--- src/rtl/alu_share_arb.sv ---
// -----------------------------------------------------------------------------
// alu_share_arb
//
// Shares one external combinational ALU between two requesters. A three-state
// FSM (IDLE -> EXEC -> RESP) accepts one operation at a time. When both
// requesters ask at once, the grant goes round-robin against the last served
// requester. The operands are latched when the operation is accepted. The ALU
// result is captured in EXEC and held in RESP until the consumer takes it.
//
// Optional feature (macro ALU_OPCHECK_EN):
//   defined   - an accepted opcode outside {AND, OR, ADD, SUB} skips EXEC and
//               responds one cycle after accept with out_err = 1, out_z = 0,
//               out_ex = 0.
//   undefined - every opcode goes to the ALU unchecked and out_err is 0.
//
// Ports:
//   clk, reset                 clock; synchronous active-high reset
//   in0_valid/in0_a/b/op       requester 0 operation request
//   in1_valid/in1_a/b/op       requester 1 operation request
//   in0_ready, in1_ready       grant strobes (combinational, IDLE only)
//   alu_a, alu_b, alu_op       drive the shared ALU from the operand registers
//   alu_z, alu_ex              ALU result and flag
//   out_valid, out_ready       result handshake
//   out_z, out_ex, out_id      result, flag and index of the requester served
//   out_err                    illegal-opcode flag
//   busy                       high whenever the FSM is not in IDLE
// -----------------------------------------------------------------------------
module alu_share_arb #(
    parameter int WIDTH = 32
) (
    input  logic             clk,
    input  logic             reset,
    input  logic             in0_valid,
    input  logic [WIDTH-1:0] in0_a,
    input  logic [WIDTH-1:0] in0_b,
    input  logic [2:0]       in0_op,
    input  logic             in1_valid,
    input  logic [WIDTH-1:0] in1_a,
    input  logic [WIDTH-1:0] in1_b,
    input  logic [2:0]       in1_op,
    output logic             in0_ready,
    output logic             in1_ready,
    output logic [WIDTH-1:0] alu_a,
    output logic [WIDTH-1:0] alu_b,
    output logic [2:0]       alu_op,
    input  logic [WIDTH-1:0] alu_z,
    input  logic             alu_ex,
    output logic             out_valid,
    input  logic             out_ready,
    output logic [WIDTH-1:0] out_z,
    output logic             out_ex,
    output logic             out_id,
    output logic             out_err,
    output logic             busy
);

    typedef enum logic [1:0] {
        IDLE = 2'd0,
        EXEC = 2'd1,
        RESP = 2'd2
    } state_t;

    state_t           state;
    state_t           state_next;

    logic [WIDTH-1:0] opr_a;
    logic [WIDTH-1:0] opr_b;
    logic [2:0]       opr_op;
    logic             opr_id;
    logic             last_grant;

    logic             grant_valid;
    logic             grant_id;
    logic [WIDTH-1:0] sel_a;
    logic [WIDTH-1:0] sel_b;
    logic [2:0]       sel_op;
    logic             sel_illegal;

    // Grants are only issued from IDLE. On a tie the requester that was not
    // served last wins.
    // NOTE: every output of an always_comb gets a default first, so a path that
    // does not assign it cannot infer a latch.
    always_comb begin
        grant_valid = 1'b0;
        grant_id    = 1'b0;
        if (state == IDLE) begin
            if (in0_valid && in1_valid) begin
                grant_valid = 1'b1;
                grant_id    = ~last_grant;
            end else if (in0_valid) begin
                grant_valid = 1'b1;
                grant_id    = 1'b0;
            end else if (in1_valid) begin
                grant_valid = 1'b1;
                grant_id    = 1'b1;
            end
        end
    end

    assign in0_ready = grant_valid && !grant_id;
    assign in1_ready = grant_valid &&  grant_id;

    assign sel_a  = grant_id ? in1_a  : in0_a;
    assign sel_b  = grant_id ? in1_b  : in0_b;
    assign sel_op = grant_id ? in1_op : in0_op;

`ifdef ALU_OPCHECK_EN
    assign sel_illegal = !(sel_op inside {3'b000, 3'b001, 3'b010, 3'b110});
`else
    assign sel_illegal = 1'b0;
`endif

    always_comb begin
        state_next = state;
        case (state)
            IDLE:    if (grant_valid) state_next = sel_illegal ? RESP : EXEC;
            EXEC:    state_next = RESP;
            RESP:    if (out_ready) state_next = IDLE;
            default: state_next = IDLE;
        endcase
    end

    // NOTE: state registers use non-blocking assignments so that every flop
    // samples the values from before the edge, whatever the statement order.
    // NOTE: reset clears every register, the operand registers included. The
    // ALU inputs are then defined from the first cycle, not X.
    always_ff @(posedge clk) begin
        if (reset) begin
            state      <= IDLE;
            opr_a      <= '0;
            opr_b      <= '0;
            opr_op     <= '0;
            opr_id     <= 1'b0;
            last_grant <= 1'b1;     // requester 0 wins the first tie
            out_z      <= '0;
            out_ex     <= 1'b0;
            out_id     <= 1'b0;
        end else begin
            state <= state_next;
            case (state)
                IDLE: begin
                    if (grant_valid) begin
                        opr_a  <= sel_a;
                        opr_b  <= sel_b;
                        opr_op <= sel_op;
                        opr_id <= grant_id;
                        // A rejected opcode goes straight to RESP, so its
                        // response fields are loaded here instead of in EXEC.
                        if (sel_illegal) begin
                            out_z  <= '0;
                            out_ex <= 1'b0;
                            out_id <= grant_id;
                        end
                    end
                end
                EXEC: begin
                    out_z  <= alu_z;
                    out_ex <= alu_ex;
                    out_id <= opr_id;
                end
                RESP: begin
                    if (out_ready) last_grant <= out_id;
                end
                default: ;
            endcase
        end
    end

`ifdef ALU_OPCHECK_EN
    logic err_q;

    always_ff @(posedge clk) begin
        if (reset) begin
            err_q <= 1'b0;
        end else if (grant_valid) begin
            err_q <= sel_illegal;
        end
    end

    assign out_err = err_q;
`else
    assign out_err = 1'b0;
`endif

    assign alu_a     = opr_a;
    assign alu_b     = opr_b;
    assign alu_op    = opr_op;
    assign out_valid = (state == RESP);
    assign busy      = (state != IDLE);

endmodule

--- config.mk ---
export PLATFORM = sky130hd
export DESIGN_NAME = alu_share_arb
export DESIGN_NICKNAME = d
export VERILOG_FILES = /design/src/rtl/alu_share_arb.sv
export SDC_FILE = /design/constraint.sdc
export NUM_CORES = 1
export LEC_CHECK = 0
export BUFFER_PORTS_ARGS = -buffer_cell sky130_fd_sc_hd__buf_4
export CORE_MARGIN = 5
export CORE_UTILIZATION = 39
export CTS_BUF_LIST = sky130_fd_sc_hd__clkbuf_16
export CTS_CLUSTER_DIAMETER = 100
export DETAILED_ROUTE_END_ITERATION = 12
export PLACE_DENSITY = 0.74
export SLEW_MARGIN = 10
export SYNTH_ARGS = -nofsm -noshare
export SYNTH_HDL_FRONTEND = slang
export SYNTH_SLANG_ARGS = --single-unit
--- constraint.sdc ---
create_clock -name clk -period 1.6 [get_ports clk]
set_input_delay 0.24 -clock clk [delete_from_list [all_inputs] [get_ports clk]]
set_output_delay 0.24 -clock clk [all_outputs]
set_load 0.05 [all_outputs]
* Word level (Yosys, flattened, before mapping)
Index checks and enable logic that the tools add are counted.
** Operators by class
- Add/subtract/negate cells :: 0
- Multipliers :: 0
- Divide/modulo/power cells :: 0
- Magnitude comparators :: 0
- Eq/ne operators :: 4
- Shift-type cells :: 0
- Multiplexer cells :: 13
- Bitwise gates (word level) :: 1
- Reduce and logical (&&, ||, !) cells :: 9
** Operator list (number)
- $mux 32 :: 2
- $mux 1 :: 7
- $pmux 2 s3 :: 1
- $reduce_and 2->1 :: 3
- $mux 2 :: 2
- $logic_and 1x1->1 :: 3
- $mux 3 :: 1
- $eq 2x1->1 const B :: 1
- $eq 2x2->1 const B :: 1
- $logic_not 2->1 :: 1
- $ne 2x1->1 const B :: 1
- $ne 2x2->1 const B :: 1
- $reduce_bool 2->1 :: 1
- $logic_not 1->1 :: 1
- $not 1->1 :: 1
** Storage, ports and cells
- Bits in registers :: 105
- Bits in latches :: 0
- Memory bits (writable) :: 0
- Bits in read-only memories :: 0
- Bits of input ports :: 172
- Output and inout port bits :: 106
- Logic and storage cells :: 36
- Memories :: 0

* Logic depth before layout (Yosys ltp)
Gate-level depths: netlist of the first run.
- Depth in word-level cells :: 6
- Gate-level depth with buffers :: 6
- Mapped depth without buffers :: 4

* Least setup slack after synthesis of the first run
No wires, ideal clock.
- Kind :: register to output
- Start point :: register state[1]
- End point :: output port in0_ready
- Arrival :: 1.328 ns
- Required time :: 1.360 ns
- Setup slack :: 0.032 ns
- Stages on the path, launching flop included :: 5
- Path buffers :: 2
- Cell sequence :: dfxtp_1 nor2_4 buf_4 buf_2 and3_1
** Between the ends
- Longest elaborated chain between the ends :: 4
- Elaborated cells between the ends (all ways) :: 5
- Classes of those cells :: mux (2); reduce/logical (3)
** Ends and longest elaborated chain
- start: declaration :: RTL line 63 : state_t state;
- start signal: assignment :: RTL line 139 : state <= state_next;
- $logic_not 2->1 * :: RTL line 86 : if (state == IDLE) begin
- $mux 1 :: RTL line 86
- $logic_not 1->1 :: RTL line 100 : assign in0_ready = grant_valid && !grant_id;
- $logic_and 1x1->1 * :: RTL line 100
- end: declaration :: RTL line 41 : output logic in0_ready,
Every way passes the cells marked *; elsewhere a longest branch is shown, timed or not.

* Worst setup path after layout of the first run
- Start point :: register state[0]
- End point :: output port out_valid
** Between the ends
- Longest elaborated chain between the ends :: 1
** Ends and longest elaborated chain
- $eq 2x2->1 :: RTL line 188 : assign out_valid = (state == RESP);
- end: declaration :: RTL line 48 : output logic out_valid,
Every way passes these cells.

==> results of run 1 <==
## kinds of logic after synthesis
| family | Yosys count | share of synthesized area [%] |
|---|---|---|
| flops | 105 | 47.8 |
| other cells | 1 | 0.0853 |
| compound gates | 174 | 22.0 |
| simple gates | 213 | 22.8 |
| buf+inv | 66 | 7.20 |
## cells in the mapped netlist
cell	count
a21oi_1	36
conb_1	1
and2b_1	1
nor3b_2	1
a31oi_1	67
nor3_1	1
nor2_4	1
nor2b_1	1
buf_6	2
a311o_1	1
a21boi_1	1
nand3_1	134
buf_2	28
a21boi_2	1
nand2_1	69
nor2_2	1
dfxtp_1	105
and3_1	1
o21ai_1	68
buf_1	4
buf_4	5
inv_1	1
inv_2	1
clkbuf_1	25
nand2b_1	3
## layer usage
metal	vias to the layer above	global-route usage [%]	wire length, µm
met5	-	0	0
met4	0	8.58	386
met3	28	5.28	1570
met2	255	40.2	8410
met1	2441	28.9	6320
li1	2486	-	-
## stage by stage
stage          setup slack [ns]  power (W)  cell area [µm²]
2_1_floorplan            0.0316    0.00440             4390
3_3_place_gp              0.270    0.00527             6570
3_5_place_dp              0.186    0.00531             6570
4_1_cts                  0.0417    0.00744             6850
5_1_grt                  0.0183    0.00769             6850
6_report                 0.0773    0.00738             6850
## worst paths after layout
kind / start / endpoint / slack (ns) / depth (start not counted)
worst min-delay path: alu_z[9] / out_z[9] / 0.15 / 3
worst max-delay path: state[0] / out_valid / 0.08 / 2
worst min register to register: opr_id / out_id / 0.46 / 2
worst max register to register: state[0] / alu_b[7] / 0.20 / 5
## power groups by stage
stage / Clock [W] / Sequential [W] / Combinational [W]
global route: 0.00228 / 0.00298 / 0.00243
floorplan: 0 / 0.00370 / 0.000701
detailed placement: 0 / 0.00301 / 0.00230
global placement: 0 / 0.00300 / 0.00227
finish: 0.00213 / 0.00296 / 0.00230
CTS: 0.00219 / 0.00295 / 0.00230
## worst min-delay path, stage by stage
cell and delay (ns):
buf_4 0.11, nand2_1 0.04, a21oi_1 0.05
## state kept, by name (all words and copies together), names as in the netlist
register and flops:
out_z 32, state 2, opr_id 1, alu_a 32, last_grant 1, out_id 1
out_ex 1, alu_op 3, alu_b 32
## cell type report
type	instances	area (µm²)	share of cell area, %
clock buffer	9	225	3.29
clock inverter	6	58.8	0.858
inverter	2	7.51	0.110
multi-input combinational	388	2000	29.2
sequential	105	2100	30.7
tap	140	175	2.56
timing repair buffer	294	2280	33.3
==> impl_metrics.env, run 1 <==
export IMPL_drtIter0Drc=480
export IMPL_cts_root_buf="clkbuf_16"
export IMPL_netlist_instances=559
export IMPL_ir_drop_mv=0.543
export IMPL_dr_total_vias=5210
export IMPL_worst_path_buf_inv=1
export IMPL_arrival_ns=1.28
export IMPL_cpPeakStageDelay_ns=0.47
export IMPL_pwr_share_seq_pct=40.0
export IMPL_holdBufCountCts=0
export IMPL_grt_usage_pct=23.5
export IMPL_rsz0062_at_grt="false"
export IMPL_period_needed_ns=1.52
export IMPL_synth_top_area_cell="dfxtp_1"
export IMPL_dieArea_mm2=0.0135
export IMPL_leakagePower_nw=2.93
export IMPL_dp_cells=929
export IMPL_numPortBuffers=276
export IMPL_nNetsFinal=972
export IMPL_initial_utilization_pct=40.2
export IMPL_clkTransAtPathRegs_ns=0.07
export IMPL_gp_congestion=0.837
export IMPL_via_per_inst=5.52
export IMPL_outcome="finished, final reports clean"
export IMPL_grt_pass1_vias=5022
export IMPL_diodes=0
export IMPL_clock_sinks=105
export IMPL_ys_top_cells_by_area="dfxtp_1 48%, nand3_1 15%, a31oi_1 9.5%, o21ai_1 7.7%, nand2_1 5.9%"
export IMPL_totalWireLength_mm=16.7
export IMPL_critPathMaxFanout=5
export IMPL_synth_top_cell_area_share_pct=47.8
export IMPL_drive_above_1_share_pct=39.2
export IMPL_boundaryPins=278
export IMPL_tns_ns=0
export IMPL_dpl_hpwl_mm=12.2
export IMPL_fmax_ghz=0.657
export IMPL_drc=0
export IMPL_cp_start_kind="flip-flop"
export IMPL_antenna_found_initial=0
export IMPL_clock_power_share_pct=28.8
export IMPL_critPathTopFamily="flip-flops"
export IMPL_finalHoldViolCount=0
export IMPL_clock_path_buffers=2
export IMPL_syn_area_per_cell_um2=7.86
export IMPL_grt_max_degree=53
export IMPL_end_kind="output pin"
export IMPL_post_cts_buffers=0
export IMPL_critPathSlowestCell="dfxtp_1"
export IMPL_final_cell_mix="288 x buf_4, 134 x nand3_1, 104 x dfxtp_1, 69 x nand2_1, 68 x o21ai_1"
export IMPL_crit_path_cell_trace="and2b_1 -> buf_4"
export IMPL_cts_made_buffers=9
export IMPL_synth_cell_types=25
export IMPL_holdCritPathClass="input port to flip-flop"
export IMPL_ys_warnings_count=0
export IMPL_swShare_pct=34.4
export IMPL_coreArea_mm2=0.0109
export IMPL_p_comb_share_pct=31.2
export IMPL_fin_skew_ns=0.00721
export IMPL_power_density_mw_per_mm2=1080
export IMPL_die_x_um=116
export IMPL_die_h_um=116
export IMPL_critical_path_class="flip-flop to output pin"
export IMPL_cts_resized=0
export IMPL_final_cells=944
export IMPL_fin_util_pct=62.7
export IMPL_syn_nets=731
export IMPL_syn_to_final_growth_pct=55.9
export IMPL_maxCapViolCount=0
export IMPL_setup_violations_final=0
export IMPL_drt_wirelength_per_cell_um=17.7
export IMPL_htreeDepth=3
export IMPL_synth_seq_area_share_pct=47.8
export IMPL_ys_ff_latch=105
export IMPL_internal_power_w=0.00484
export IMPL_overflow=0
export IMPL_syn_area_mm2=0.00439
export IMPL_final_common_cell="buf_4"
export IMPL_antenna_left=0
export IMPL_grt_pass1_wl_mm=25.4
export IMPL_drv_slew=0
export IMPL_period_share_pct=95.2
export IMPL_clock_latency_ns=0.33
export IMPL_p_switching_w=0.00254
export IMPL_cts_tree="done"
export IMPL_fill_cells=965
export IMPL_cp_required_ns=1.36
export IMPL_num_rows=38
export IMPL_drt_pass1_iterations=5
export IMPL_whs_ns=0.154
Power figures use the tool's default switching activity.
==> run 2, diff against run 1 <==
ABC_AREA = 1   (was default)
PLACE_DENSITY = 0.72   (was 0.74)
==> run 2 against run 1 <==
  * Worst hold slack worse by 0.012 ns
  * Synthesized area is 10% higher
  * Maximum frequency is 3.5% lower
  * Count of clock-buffer cells in the layout stayed put
  * Critical path type unchanged
  * Critical endpoint is now in1_ready
==> impl_metrics.env, run 2 <==
export IMPL_htreeDepth=3
export IMPL_finalHoldViolCount=0
export IMPL_dpl_hpwl_mm=11.9
export IMPL_period_share_pct=98.6
export IMPL_drt_pass1_iterations=9
export IMPL_dr_total_vias=5511
export IMPL_seq_area_mm2=0.00211
export IMPL_final_common_cell="buf_4"
export IMPL_final_cell_mix="292 x buf_4, 271 x nor2_1, 140 x nand2_1, 104 x dfxtp_1, 71 x inv_1"
export IMPL_grt_max_degree=71
export IMPL_overflow=0
export IMPL_clock_latency_ns=0.34
export IMPL_synth_most_common_cell="nor2_1"
export IMPL_r2r_cells=9
export IMPL_reg2reg_from="state[1]"
export IMPL_wl_met1_mm=6.86
export IMPL_antenna_found_initial=0
export IMPL_holdCritPathClass="input port to flip-flop"
export IMPL_dieArea_mm2=0.0147
export IMPL_ys_warnings_count=0
export IMPL_final_cells=1196
export IMPL_synth_edf_count=0
export IMPL_nNetsFinal=1195
export IMPL_fill_cells=1150
export IMPL_ys_top_cells_by_area="dfxtp_1 43%, nor2_1 21%, nand2_1 11%, nand4_1 8.7%, inv_1 5.7%"
export IMPL_ys_ff_latch=105
export IMPL_arrival_ns=1.34
export IMPL_fin_skew_ns=0.00966
export IMPL_grt_pass1_vias=5106
export IMPL_syn_to_final_growth_pct=58.1
export IMPL_synth_top_cell_area_share_pct=43.4
export IMPL_multi_input_area_mm2=0.00223
export IMPL_r2r_end="alu_a[30]"
export IMPL_coreArea_mm2=0.0121
export IMPL_power_density_mw_per_mm2=1100
export IMPL_cts_made_buffers=9
export IMPL_end_kind="output pin"
export IMPL_antenna_left=0
export IMPL_worst_pin_slew_ns=0.570
export IMPL_period_needed_ns=1.58
export IMPL_synth_cell_types=17
export IMPL_boundaryPins=278
export IMPL_critical_path_class="flip-flop to output pin"
export IMPL_via_per_inst=4.61
export IMPL_drtIter0Drc=412
export IMPL_cts_root_buf="clkbuf_16"
export IMPL_synth_seq_area_share_pct=43.4
export IMPL_drv_slew=0
export IMPL_leakagePower_nw=4.14
export IMPL_clkTransAtPathRegs_ns=0.07
export IMPL_fmax_ghz=0.634
export IMPL_reg2reg_slack_ns=0.08
export IMPL_synth_top_area_cell="dfxtp_1"
export IMPL_wl_met2_mm=7.85
export IMPL_cp_required_ns=1.36
export IMPL_die_x_um=121
export IMPL_gp_congestion=0.792
export IMPL_totalWireLength_mm=17.2
export IMPL_maxSlewHeadroom_pct=61.9
export IMPL_critPathCapture="in1_ready"
export IMPL_die_h_um=121
export IMPL_synthArstFlopShare_pct=0
export IMPL_synth_commonest_cells="271 x nor2_1, 143 x nand2_1, 105 x dfxtp_1, 73 x inv_1, 67 x nand4_1"
export IMPL_drc=0
export IMPL_highest_layer="met4"
export IMPL_grt_pass1_wl_mm=25.4
export IMPL_drt_wirelength_per_cell_um=14.4
export IMPL_netlist_instances=758
export IMPL_fin_util_pct=63.2
export IMPL_numPortBuffers=276
export IMPL_syn_area_per_cell_um2=6.38
export IMPL_dp_cells=1168
export IMPL_initial_utilization_pct=39.9
export IMPL_wl_met3_mm=2.09
export IMPL_outcome="finished, final reports clean"
export IMPL_crit_start="state[1]"
export IMPL_cp_start_kind="flip-flop"
export IMPL_clock_sinks=105
export IMPL_holdBufCountCts=0
export IMPL_maxCapViolCount=0
export IMPL_drive_above_1_share_pct=32.7
export IMPL_cts_tree="done"
export IMPL_synth_ff_type="dfxtp_1"
export IMPL_whs_ns=0.142
export IMPL_diodes=0
export IMPL_clock_path_buffers=2
export IMPL_ir_drop_mv=0.538
export IMPL_rsz0062_at_grt="true"
export IMPL_num_rows=40
export IMPL_setup_violations_final=0
export IMPL_syn_nets=930
export IMPL_critPathMaxFanout=6
export IMPL_grt_usage_pct=21.6
export IMPL_syn_area_mm2=0.00484
run 2: cell types whose count changed in the layout (fill, tap and decap cells not counted), sizes merged, moves of 67 or more:
cell / delta
nor2: +270
nand3: -130
nand2: +74
inv: +73
a31oi: -67
nand4: +67
run 2: worst min-delay path by stage:
stage | start | endpoint | slack, ns | cells past startpoint
3_3_place_gp | opr_id | opr_id | 0.45 | 2
4_1_cts | alu_z[7] | out_z[7] | 0.13 | 3
2_1_floorplan | out_ready | last_grant | 0.40 | 2
6_report | alu_z[7] | out_z[7] | 0.14 | 3
3_5_place_dp | opr_id | opr_id | 0.46 | 2
5_1_grt | alu_z[25] | out_z[25] | 0.14 | 3
run 2: per-stage QoR:
step                instance area (µm²)  setup WS [ns]  TNS, ns  power, W
floorplan                          4840         0.0958        0   0.00485
global placement                   7090          0.302        0   0.00587
detailed placement                 7090          0.276        0   0.00589
CTS                                7440        -0.0161  -0.0161   0.00829
global route                       7650        -0.0483  -0.0555   0.00879
finish                             7650         0.0217        0   0.00838
run 2: cells by family after synthesis:
logic type / Yosys count / synth area share [%]
DFF: 105 / 43.4
and+or+nand+nor: 486 / 41.5
AOI/OAI and AO/OA: 36 / 3.72
buffers and inverters: 130 / 11.2
other: 1 / 0.0775
run 2: worst max-delay path, stage by stage (launching register included):
cell,delay [ns]
dfxtp_4,0.35
nor2_4,0.23
buf_6,0.14
nand3_4,0.05
inv_2,0.07
buf_8,0.14
run 2: area by class of cell:
| cell class | instances | share of cell area, % |
|---|---|---|
| Inverter | 76 | 3.73 |
| Clock inverter | 7 | 1.24 |
| Timing Repair Buffer | 308 | 32.6 |
| Tap cell | 168 | 2.75 |
| Sequential cell | 105 | 27.5 |
| Clock buffer | 9 | 2.94 |
| Multi-Input combinational cell | 523 | 29.2 |
run 2: metal layers:
| metal | vias to the layer above | track usage, % |
|---|---|---|
| met4 | 0 | 8.54 |
| met1 | 2375 | 25.4 |
| met3 | 30 | 9.00 |
| met2 | 242 | 35.0 |
| met5 | - | 0 |
| li1 | 2864 | - |
run 2: repair_timing:
item	in CTS	in global routing
pin swaps	1	19
gates resized for setup	2	17
cloned	0	4
buffers inserted	2	6
setup endpoints to repair	2	3
run 2: report_power, final:
group	switching [W]	internal (W)
Clock	0.00102	0.00137
Sequential	0.000140	0.00287
Combinational	0.00188	0.00109
